$ cat src/rtl/mul_accum_if.sv
// Handshake bundle between the multiplier-side producer and the
// frame accumulator: product stream in, frame result out.
interface mul_accum_if #(
  parameter int P_WIDTH   = 36,
  parameter int ACC_WIDTH = 40
);
  logic                        in_valid;
  logic                        in_last;
  logic signed [P_WIDTH-1:0]   p;
  logic signed [ACC_WIDTH-1:0] out_data;
  logic                        out_valid;
  logic                        out_ready;
  logic                        out_ovf;
  logic                        overrun;

  modport master (
    output in_valid,
    output in_last,
    output p,
    output out_ready,
    input  out_data,
    input  out_valid,
    input  out_ovf,
    input  overrun
  );

  modport slave (
    input  in_valid,
    input  in_last,
    input  p,
    input  out_ready,
    output out_data,
    output out_valid,
    output out_ovf,
    output overrun
  );
endinterface

$ cat src/rtl/mul_accum.sv
// Saturating frame accumulator behind a pipelined multiplier.
// Valid/last ride a delay line so they line up with the product.
module mul_accum #(
  parameter int LATENCY   = 3,
  parameter int P_WIDTH   = 36,
  parameter int ACC_WIDTH = 40
) (
  input  logic       clk,
  input  logic       reset,
  mul_accum_if.slave bus
);

  localparam int W = ACC_WIDTH + 1;

  localparam logic [ACC_WIDTH-1:0] ACC_MAX =
    {1'b0, {(ACC_WIDTH-1){1'b1}}};
  localparam logic [ACC_WIDTH-1:0] ACC_MIN =
    {1'b1, {(ACC_WIDTH-1){1'b0}}};

  logic [LATENCY-1:0] vld_q;
  logic [LATENCY-1:0] last_q;
  logic [LATENCY:0]   vld_cat;
  logic [LATENCY:0]   last_cat;
  logic               p_valid;
  logic               p_last;

  logic [ACC_WIDTH-1:0] acc;
  logic                 ovf;
  logic                 first;

  logic [ACC_WIDTH-1:0] base;
  logic [W-1:0]         sum;
  logic                 sat_hi;
  logic                 sat_lo;
  logic                 sat;
  logic [ACC_WIDTH-1:0] clamped;
  logic                 load;

  logic [ACC_WIDTH-1:0] res;
  logic                 res_ovf;
  logic                 res_vld;
  logic                 ovr;

  assign vld_cat  = {vld_q, bus.in_valid};
  assign last_cat = {last_q, bus.in_valid & bus.in_last};
  assign p_valid  = vld_q[LATENCY-1];
  assign p_last   = last_q[LATENCY-1];

  always_ff @(posedge clk) begin
    if (reset) begin
      vld_q  <= '0;
      last_q <= '0;
    end else begin
      vld_q  <= vld_cat[LATENCY-1:0];
      last_q <= last_cat[LATENCY-1:0];
    end
  end

  // One guard bit: overflow shows up as the top two bits disagreeing.
  always_comb begin
    base = first ? '0 : acc;
    sum  = {base[ACC_WIDTH-1], base}
         + {{(W-P_WIDTH){bus.p[P_WIDTH-1]}}, bus.p};
    sat_hi = ~sum[W-1] &  sum[W-2];
    sat_lo =  sum[W-1] & ~sum[W-2];
    sat    = sat_hi | sat_lo;
    unique case (1'b1)
      sat_hi:  clamped = ACC_MAX;
      sat_lo:  clamped = ACC_MIN;
      default: clamped = sum[ACC_WIDTH-1:0];
    endcase
  end

  assign load = p_valid & p_last;

  always_ff @(posedge clk) begin
    if (reset) begin
      acc   <= '0;
      ovf   <= 1'b0;
      first <= 1'b1;
    end else if (p_valid) begin
      if (p_last) begin
        acc   <= '0;
        ovf   <= 1'b0;
        first <= 1'b1;
      end else begin
        acc   <= clamped;
        ovf   <= ovf | sat;
        first <= 1'b0;
      end
    end
  end

  // A load while the old result is still unaccepted is an overrun.
  always_ff @(posedge clk) begin
    if (reset) begin
      res     <= '0;
      res_ovf <= 1'b0;
      res_vld <= 1'b0;
      ovr     <= 1'b0;
    end else begin
      if (load) begin
        res     <= clamped;
        res_ovf <= ovf | sat;
      end
      res_vld <= load | (res_vld & ~bus.out_ready);
      if (load & res_vld & ~bus.out_ready)
        ovr <= 1'b1;
    end
  end

  assign bus.out_data  = res;
  assign bus.out_ovf   = res_ovf;
  assign bus.out_valid = res_vld;
  assign bus.overrun   = ovr;

endmodule

$ cat src/flat_wrapper.sv
// flat-port wrapper written by rule: the top's interface ports become plain ports
module mul_accum_flat 
#(
  parameter int LATENCY   = 3,
  parameter int P_WIDTH   = 36,
  parameter int ACC_WIDTH = 40
)
  (clk, reset, bus_in_valid, bus_in_last, bus_p, bus_out_ready, bus_out_data, bus_out_valid, bus_out_ovf, bus_overrun);
  mul_accum_if #(.P_WIDTH(P_WIDTH), .ACC_WIDTH(ACC_WIDTH)) bus_i ();
  input  logic clk;
  input  logic reset;
  input wire logic [$bits(bus_i.in_valid)-1:0] bus_in_valid;
  input wire logic [$bits(bus_i.in_last)-1:0] bus_in_last;
  input wire logic [$bits(bus_i.p)-1:0] bus_p;
  input wire logic [$bits(bus_i.out_ready)-1:0] bus_out_ready;
  output wire logic [$bits(bus_i.out_data)-1:0] bus_out_data;
  output wire logic [$bits(bus_i.out_valid)-1:0] bus_out_valid;
  output wire logic [$bits(bus_i.out_ovf)-1:0] bus_out_ovf;
  output wire logic [$bits(bus_i.overrun)-1:0] bus_overrun;
  assign bus_i.in_valid = bus_in_valid;
  assign bus_i.in_last = bus_in_last;
  assign bus_i.p = bus_p;
  assign bus_i.out_ready = bus_out_ready;
  assign bus_out_data = bus_i.out_data;
  assign bus_out_valid = bus_i.out_valid;
  assign bus_out_ovf = bus_i.out_ovf;
  assign bus_overrun = bus_i.overrun;
  mul_accum #(.LATENCY(LATENCY), .P_WIDTH(P_WIDTH), .ACC_WIDTH(ACC_WIDTH)) u_core (.clk(clk), .reset(reset), .bus(bus_i));
endmodule
$ cat config.mk
export PLATFORM = sky130hd
export DESIGN_NAME = mul_accum_flat
export DESIGN_NICKNAME = d
export VERILOG_FILES = /design/src/rtl/mul_accum_if.sv /design/src/rtl/mul_accum.sv /design/src/flat_wrapper.sv
export SDC_FILE = /design/constraint.sdc
export NUM_CORES = 1
export LEC_CHECK = 0
export BUFFER_PORTS_ARGS = -buffer_cell sky130_fd_sc_hd__buf_2
export CORE_MARGIN = 2
export CORE_UTILIZATION = 35
export DETAILED_ROUTE_END_ITERATION = 12
export HOLD_SLACK_MARGIN = 0.03
export PLACE_DENSITY = 0.51
export SLEW_MARGIN = 20
export SYNTH_ARGS = -nofsm -noshare
export SYNTH_HDL_FRONTEND = slang
export SYNTH_SLANG_ARGS = --single-unit
$ cat constraint.sdc
create_clock -name clk -period 10.85 [get_ports clk]
set_input_delay 0.5425 -clock clk [delete_from_list [all_inputs] [get_ports clk]]
set_output_delay 0.5425 -clock clk [all_outputs]
set_load 0.03 [all_outputs]
==> results.yml, run 1 <==
sta:
  setup_viol: 0
  max_clock_freq_mhz: 178
  final.setup_skew_ns: 0.0126
  finalHoldViolCount: 0
  post-route-period-util: 0.518
  max_slew.worst_pin.slew_ns: 1.12
  rsz0062_at_grt: "false"
  slew_viol_final: 0
  max_slew_margin: 0.254
  min_period_ns: 5.62
  hold_slack_ns: 0.397
  setup_tns_ns: 0
cells_and_area:
  final_cell_area_um2: 6570
  layout-drive-gt1-share: 0.147
  nets: 842
  layout_commonest_cell: "dfxtp_1"
  antennaDiodeCount: 0
  final_cell_mix: "dfxtp_1, buf_2, a21oi_1"
  syn_to_final_growth_pct: 15.5
grt:
  antenna_found_initial: 0
  overflow: 0
  grt_usage: 0.203
  grt_pass1_wl_um: 28200
  grt_max_degree: 35
  grt_pass1_vias: 5346
logic_synthesis:
  synth_fp_nets: 788
  ys_async_sr_fraction: 0
  netlist_area_um2: 5690
  synth-seq-area-share: 0.320
  synth_top_area_share: 0.320
  synth-edff-count: 0
  yosysWarnings: 0
  yosysTopAreaCell: "dfxtp_1"
  synth_seq_cells: 91
  synthTopCellsByArea: "dfxtp_1, ha_1, a21oi_1"
  syn-instance-count: 705
  synth_ff_type: "dfxtp_1"
  synth_area_per_cell_um2: 8.07
  synth.distinct_cells: 57
run:
  cap_violations: 0
detailed_routing:
  wl_met2_um: 7710
  drt_iter0_drc: 353
  drc: 0
  vias_per_cell: 5.60
  wl_per_cell_um: 17.7
  drt-met1-wl_um: 8400
  drt-total-wl_um: 17400
  dr.pass1.iters: 6
  highest_layer: "met4"
  wl_met3_um: 908
  postRouteAntennaNets: 0
  vias: 5487
die:
  die_height_um: 131
  core_area_um2: 15900
  dieArea_um2: 17300
  start_util: 0.358
  die_w_um: 131
  io_pins: 84
  placementRows: 46
hold_path:
  hold_path_depth: 2
  hp-start: "bus_in_last"
  worstHoldEndpoint: "u_core.last_q[0]"
  hold_path.class: "in2reg"
placed_design:
  place_congestion: 0.889
  io_buffers: 83
  place_area_um2: 6270
  hpwl_um: 13100
clock_network:
  clk_pin_slew_ns: 0.08
  cts_root_buf: "clkbuf_16"
  cts_max_level: 3
  clk_path_buf_depth: 2
  post_cts_buffers: 0
  cts_buffers: 9
  cts_sinks: 91
  cts_resized: 0
  cts_tree: "done"
  clock_latency_ns: 0.36
  cts_hold_buf: 0
critical_path:
  critical_path_required_ns: 11.16
  startpoint_type: "flip-flop"
  path_max_fanout: 34
  cp_top_family: "compound AO/OA/AOI/OAI gates"
  r2r_slack_ns: 5.23
  cp_cell_sequence: "buf_4, nor2b_1, ha_1, nand4_1, o21ai_0, o21ai_1, a2111oi_0, nor2_1, a31o_2, o311ai_0, ha_1, inv_1, nor2_2, nand2_1, nor2_1, mux2i_1, nand2_1"
  timing.rr.end: "u_core.acc[34]"
  rr_worst_depth: 17
  critPathBufInv: 2
  crit_type: "reg2reg"
  crit_path_max_incr_delay_ns: 0.92
  end_kind: "flip-flop"
  crit_arrival_ns: 5.93
  r2r_start: "u_core.first"
  cpMaxStageDelayCell: "nor2_2"
power:
  internal-power_uw: 531
  ir_worst_vdd_mv: 0.0756
  pwr-share-seq: 0.457
  power_switching_uw: 216
  power.density_nw_per_um2: 114
  clkPwrFrac: 0.427
  pwr-share-comb: 0.115
  leakage_nw: 2.85
  netSwitchingFraction: 0.289
outcome:
  status: "finished, final reports clean"
==> power by group through the flow <==
stage	Combinational, mW	Sequential [mW]	Clock, mW
floorplan	0.0575	0.349	0
finish	0.0863	0.342	0.319
detailed placement	0.0857	0.350	0
CTS	0.0860	0.342	0.329
global route	0.0958	0.342	0.342
global placement	0.0840	0.349	0
==> layer usage <==
| metal | global-route usage | vias to the layer above |
|---|---|---|
| li1 | - | 2699 |
| met5 | 0 | - |
| met4 | 0.0628 | 0 |
| met2 | 0.324 | 185 |
| met3 | 0.0432 | 26 |
| met1 | 0.274 | 2577 |
==> how the worst max path moves through the flow <==
stage / from / end / slack [ns] / cells after the start
after CTS: u_core.first / u_core.acc[34] / 5.28 / 18
final: u_core.first / u_core.acc[34] / 5.23 / 17
after global routing: u_core.first / u_core.acc[34] / 4.71 / 17
after detailed placement: u_core.first / u_core.acc[34] / 5.30 / 18
after global placement: u_core.first / u_core.acc[34] / 5.59 / 18
after floorplan: u_core.first / u_core.acc[27] / 6.97 / 17
==> cell type report <==
cell class | count | area [µm²]
fill | 1655 | 9310
multi-input combinational | 550 | 3640
sequential | 91 | 1820
timing repair buffer | 88 | 473
tap | 216 | 270
clock buffer | 9 | 225
clock inverter | 7 | 72.6
inverter | 19 | 71.3
==> worst reg2reg max path, delay by kind of cell (launching register included) <==
family                   cells  cell delay (ns)
AND/OR/NAND/NOR              7             1.63
flip-flops                   1             0.47
multiplexers                 1             0.09
buffers and inverters        2             0.69
adder cells (fa/ha/maj)      2             0.99
AO/OA/AOI/OAI                5             1.71
==> sequential cells by signal, summed over array words and instances, names as in the netlist <==
register and cells:
u_core.last_q 3, u_core.bus.out_valid 1, u_core.acc 40, u_core.bus.overrun 1
u_core.bus.out_ovf 1, u_core.first 1, u_core.ovf 1, u_core.vld_q 3
u_core.bus.out_data 40
==> metrics by stage <==
step / util / std cells / worst slack, ns / total power, mW
3_3_place_gp: 0.393 / 963 / 5.59 / 0.433
5_1_grt: 0.414 / 980 / 4.71 / 0.780
2_1_floorplan: - / 705 / 6.97 / 0.406
3_5_place_dp: 0.395 / 964 / 5.30 / 0.435
6_report: 0.414 / 980 / 5.23 / 0.747
4_1_cts: 0.413 / 980 / 5.28 / 0.756
==> Yosys cell counts, types with 14 or more instances <==
library cell	count
a21o_1	17
o21ai_0	47
inv_1	19
nor2_1	67
xnor2_1	17
xor2_1	14
ha_1	41
nand3_1	15
a21oi_1	74
dfxtp_1	91
nand2_1	60
clkbuf_1	35
nor2b_1	46
a221o_1	33
==> cell families after synthesis <==
| family | after synthesis | share of synthesized area |
|---|---|---|
| flip-flops | 91 | 0.320 |
| AND/OR/NAND/NOR | 229 | 0.194 |
| adder cells (fa/ha/maj) | 42 | 0.0937 |
| AO/OA/AOI/OAI | 241 | 0.288 |
| multiplexers | 7 | 0.0123 |
| buffers and inverters | 64 | 0.0442 |
| XOR/XNOR | 31 | 0.0477 |
Power figures use the tool's default switching activity.
==> run 2, diff against run 1 <==
==> constraint.sdc (replaced) <==
create_clock -name clk -period 5.4 [get_ports clk]
set_input_delay 0.27 -clock clk [delete_from_list [all_inputs] [get_ports clk]]
set_output_delay 0.27 -clock clk [all_outputs]
set_load 0.03 [all_outputs]
==> run 2 against run 1 <==
  * First-iteration DRC count grew 8.5%
  * Via count grew 0.53%
  * Clock power is 110% higher
  * Wire length grew 2.1%
  * Register-to-register slack worse by 4.7 ns
  * Cell count rose by 0.71%
  * Cell area is 1.4% higher
  * Power up 110%
  * Sequential power is 100% higher
  * Clock skew shrank 0.0024 ns
  * Worst setup slack lost 4.7 ns
  * Global-route usage is 0.38 points higher
==> results.yml, run 2 (synthesized netlist as in run 1, its figures left out) <==
clock_network:
  cts_sinks: 91
  cts_hold_buf: 0
  cts_buffers: 9
  cts_max_level: 3
  clock_latency_ns: 0.35
  cts_root_buf: "clkbuf_16"
  clk_pin_slew_ns: 0.07
  post_cts_buffers: 0
  cts_resized: 0
  clk_path_buf_depth: 2
  cts_tree: "done"
critical_path:
  cp_top_family: "compound AO/OA/AOI/OAI gates"
  crit_arrival_ns: 5.04
  end_kind: "flip-flop"
  path_max_fanout: 21
  rr_worst_depth: 16
  cpMaxStageDelayCell: "dfxtp_1"
  critPathBufInv: 2
  critical_path_required_ns: 5.61
  path_depth: 16
  crit_path_max_incr_delay_ns: 0.51
  startpoint_type: "flip-flop"
  cp_cell_sequence: "buf_4, nor2b_1, ha_1, nand4_2, nor3_1, nand3_1, a2111oi_0, nor2_1, a31o_2, o311ai_0, ha_2, inv_1, or3_1, mux2i_1, a311oi_1, o21ai_0"
  crit_type: "reg2reg"
die:
  dieArea_um2: 17300
  die_height_um: 131
  core_area_um2: 15900
  die_w_um: 131
  start_util: 0.358
  io_pins: 84
  placementRows: 46
power:
  pwr-share-seq: 0.445
  clkPwrFrac: 0.440
  ir_worst_vdd_mv: 0.159
  power_switching_uw: 406
  pwr-share-comb: 0.115
  leakage_nw: 2.91
  power.density_nw_per_um2: 232
  internal-power_mw: 1.14
  netSwitchingFraction: 0.263
sta:
  min_period_ns: 4.83
  post-route-period-util: 0.895
  hold_slack_ns: 0.121
  final.setup_skew_ns: 0.0102
  setup_viol: 0
  rsz0062_at_grt: "false"
  finalHoldViolCount: 0
  setup_tns_ns: 0
  max_clock_freq_mhz: 207
  max_slew_margin: 0.455
  max_slew.worst_pin.slew_ns: 0.815
  slew_viol_final: 0
grt:
  antenna_found_initial: 0
  grt_usage: 0.207
  overflow: 0
  grt_max_degree: 28
  grt_pass1_vias: 5290
  grt_pass1_wl_um: 28700
cells_and_area:
  fin_util: 0.419
  nets: 849
  final_cell_mix: "dfxtp_1, buf_2, a21oi_1"
  layout_commonest_cell: "dfxtp_1"
  syn_to_final_growth_pct: 17.1
  layout-drive-gt1-share: 0.156
  antennaDiodeCount: 0
  n_fill_cell: 1663
detailed_routing:
  dr.pass1.iters: 7
  wl_per_cell_um: 18.0
  postRouteAntennaNets: 0
  drt-total-wl_um: 17700
  vias_per_cell: 5.59
  vias: 5516
  drc: 0
  drt_iter0_drc: 383
run:
  cap_violations: 0
placed_design:
  hpwl_um: 13500
  io_buffers: 83
  place_congestion: 0.879
hold_path:
  hold_path.class: "in2reg"
  hold_path_depth: 2
outcome:
  status: "finished, final reports clean"
run 2: changes by cell type in the layout (fill, tap and decap cells not counted), moves of 2 or more:
cell | before | now
inv_6 | 0 | 2
buf_4 | 4 | 10
clkbuf_8 | 0 | 2
clkinv_4 | 3 | 0
run 2: final timing paths:
path | start | end | slack (ns)
max | u_core.first | u_core.bus.out_data[9] | 0.57
min | bus_in_last | u_core.last_q[0] | 0.12
max reg2reg | u_core.first | u_core.bus.out_data[9] | 0.57
min reg2reg | u_core.last_q[0] | u_core.last_q[1] | 0.43
run 2: power by group through the flow:
stage	clock, mW	combinational [mW]	sequential, mW
CTS	0.696	0.175	0.687
floorplan	0	0.116	0.700
finish	0.678	0.178	0.687
detailed placement	0	0.174	0.702
global route	0.718	0.196	0.688
global placement	0	0.167	0.702
run 2: layer usage:
metal | vias up | part of all wire | GRT usage
met1 | 2640 | 0.49 | 0.285
met3 | 14 | 0.043 | 0.0378
met4 | 0 | 0.012 | 0.0537
met2 | 144 | 0.46 | 0.333
met5 | - | 0 | 0
li1 | 2718 | - | -
run 2: layout make-up:
cell class	instances	area, µm²	share of cell area
clock buffers	11	253	0.0379
clock inverters	5	66.3	0.00995
inverters	19	71.3	0.0107
multi-input cells	550	3630	0.546
flip-flops and latches	91	1820	0.273
well taps	216	270	0.0406
repair buffers	95	546	0.0819
run 2: through the flow:
stage	setup slack, ns	power (mW)	instance area, µm²	instances
after CTS	0.335	1.56	6660	987
after global placement	0.452	0.869	6280	969
after floorplan	1.52	0.816	5690	705
after global routing	0.153	1.60	6660	987
after detailed placement	0.339	0.877	6340	971
final	0.568	1.54	6660	987
==> run 3, diff against run 2 <==
--- a/config.mk
+++ b/config.mk
@@ -6,7 +6,6 @@
 export NUM_CORES = 1
 export LEC_CHECK = 0
 export BUFFER_PORTS_ARGS = -buffer_cell sky130_fd_sc_hd__buf_2
-export CORE_MARGIN = 2
 export CORE_UTILIZATION = 35
 export DETAILED_ROUTE_END_ITERATION = 12
 export HOLD_SLACK_MARGIN = 0.03
==> run 3 against run 2 <==
  * Hold slack got worse by 0.013 ns
  * Count of clock-buffer cells in the layout decreased by 2
  * Via count decreased by 0.31%
  * Combinational power about the same
  * Sequential cell count unchanged
  * Cell area decreased by 0.64%
  * Utilization decreased by 0.27 points
  * Power decreased by 2.2%
  * Sequential share of layout area increased by 0.18 points
  * First-iteration DRC count increased by 11%
  * Clock power decreased by 4.7%
==> results.yml, run 3 (synthesized netlist as in run 1, its figures left out) <==
critical_path:
  r2r_start: "u_core.first"
  path_max_fanout: 21
  crit_arrival_ns: 5.25
  critical_path_required_ns: 5.70
  crit_type: "reg2reg"
  worstSetupStartpoint: "u_core.first"
  rr_worst_depth: 19
  end_kind: "flip-flop"
  critPathMostFrequentCell: "nor2_1"
  crit_path_max_incr_delay_ns: 0.56
  cp_cell_sequence: "nor2b_1, ha_1, fa_1, a21oi_1, o21ai_0, a21oi_1, a311oi_1, nor2_1, o21bai_1, a22o_1, ha_1, buf_4, inv_1, nor2_1, buf_4, nand2_1, nor2_1, mux2i_1, nand2_1"
  cpMaxStageDelayCell: "dfxtp_1"
  startpoint_type: "flip-flop"
power:
  power.density_nw_per_um2: 228
  leakage_nw: 2.89
  ir_worst_vdd_mv: 0.158
  power.total_mw: 1.51
die:
  core_area_um2: 15900
  start_util: 0.358
  die_w_um: 129
  die_height_um: 129
  placementRows: 46
  io_pins: 84
  dieArea_um2: 16800
run:
  cap_violations: 0
detailed_routing:
  vias: 5499
  drt-met1-wl_um: 8560
  drc: 0
  drt_iter0_drc: 425
  wl_met2_um: 7870
  drt-total-wl_um: 17500
  wl_per_cell_um: 17.7
  wl_met3_um: 823
  vias_per_cell: 5.57
  dr.pass1.iters: 5
  postRouteAntennaNets: 0
  highest_layer: "met4"
clock_network:
  cts_hold_buf: 0
  cts_buffers: 9
  clock_latency_ns: 0.36
  cts_root_buf: "clkbuf_16"
  post_cts_buffers: 0
  clk_path_buf_depth: 2
  cts_resized: 0
  cts_max_level: 3
  cts_tree: "done"
  cts_sinks: 91
  clk_pin_slew_ns: 0.07
grt:
  antenna_found_initial: 0
  grt_pass1_wl_um: 28000
  overflow: 0
  grt_max_degree: 28
  grt_pass1_vias: 5169
  grt_usage: 0.217
cells_and_area:
  final_cell_mix: "dfxtp_1, buf_2, a21oi_1"
  final_cell_area_um2: 6620
  layout_commonest_cell: "dfxtp_1"
  nets: 849
  layout-drive-gt1-share: 0.153
  fin_util: 0.417
  syn_to_final_growth_pct: 16.4
  n_fill_cell: 1660
  antennaDiodeCount: 0
hold_path:
  hold_path.class: "in2reg"
  hold_path_depth: 2
  hp-start: "bus_in_last"
sta:
  min_period_ns: 4.94
  finalHoldViolCount: 0
  max_slew.worst_pin.slew_ns: 1.04
  max_clock_freq_mhz: 202
  post-route-period-util: 0.916
  slew_viol_final: 0
  final.setup_skew_ns: 0.0102
  max_slew_margin: 0.308
  setup_ws_ns: 0.456
  setup_viol: 0
  setup_tns_ns: 0
  rsz0062_at_grt: "false"
placed_design:
  dp_slack_ns: 0.493
  io_buffers: 83
  place_congestion: 0.883
  place_area_um2: 6320
  hpwl_um: 13300
outcome:
  status: "finished, final reports clean"
==> run 3: final timing paths <==
| path | endpoint | slack [ns] |
|---|---|---|
| worst min-delay path | u_core.last_q[0] | 0.11 |
| worst max-delay path | u_core.bus.out_data[34] | 0.46 |
| worst max register to register | u_core.bus.out_data[34] | 0.46 |
| worst min register to register | u_core.last_q[1] | 0.43 |
==> run 3: power breakdown <==
group | total (mW) | leakage [nW] | switching, mW | internal [mW]
Sequential | 0.687 | 0.735 | 0.00618 | 0.681
Clock | 0.646 | 0.149 | 0.316 | 0.329
Combinational | 0.176 | 2.01 | 0.112 | 0.0633
==> run 3: cell type report <==
| cell class | instances | area (µm²) | area share |
|---|---|---|---|
| well taps | 216 | 270 | 0.0408 |
| clock inverters | 7 | 76.3 | 0.0115 |
| inverters | 19 | 71.3 | 0.0108 |
| clock buffers | 9 | 225 | 0.0340 |
| repair buffers | 95 | 526 | 0.0794 |
| flip-flops and latches | 91 | 1820 | 0.275 |
| multi-input cells | 550 | 3630 | 0.548 |
==> run 3: critical path, delay by kind of cell (launching register included) <==
family,cells,cell delay [ns]
AOI/OAI and AO/OA,6,1.37
adders and majority gates,3,0.98
buffers and inverters,3,0.81
DFF,1,0.56
muxes,1,0.07
and+or+nand+nor,6,1.10
==> run 3: metal layers <==
metal,global-route usage,up-vias
li1,-,2710
met1,0.304,2612
met2,0.343,163
met3,0.0326,14
met4,0.0636,0
met5,0,-
==> run 3: through the flow <==
stage	hold slack, ns	instances
after floorplan	0.392	705
after detailed placement	0.422	971
final	0.108	987
after global placement	0.417	970
after global routing	0.106	987
after CTS	0.101	987
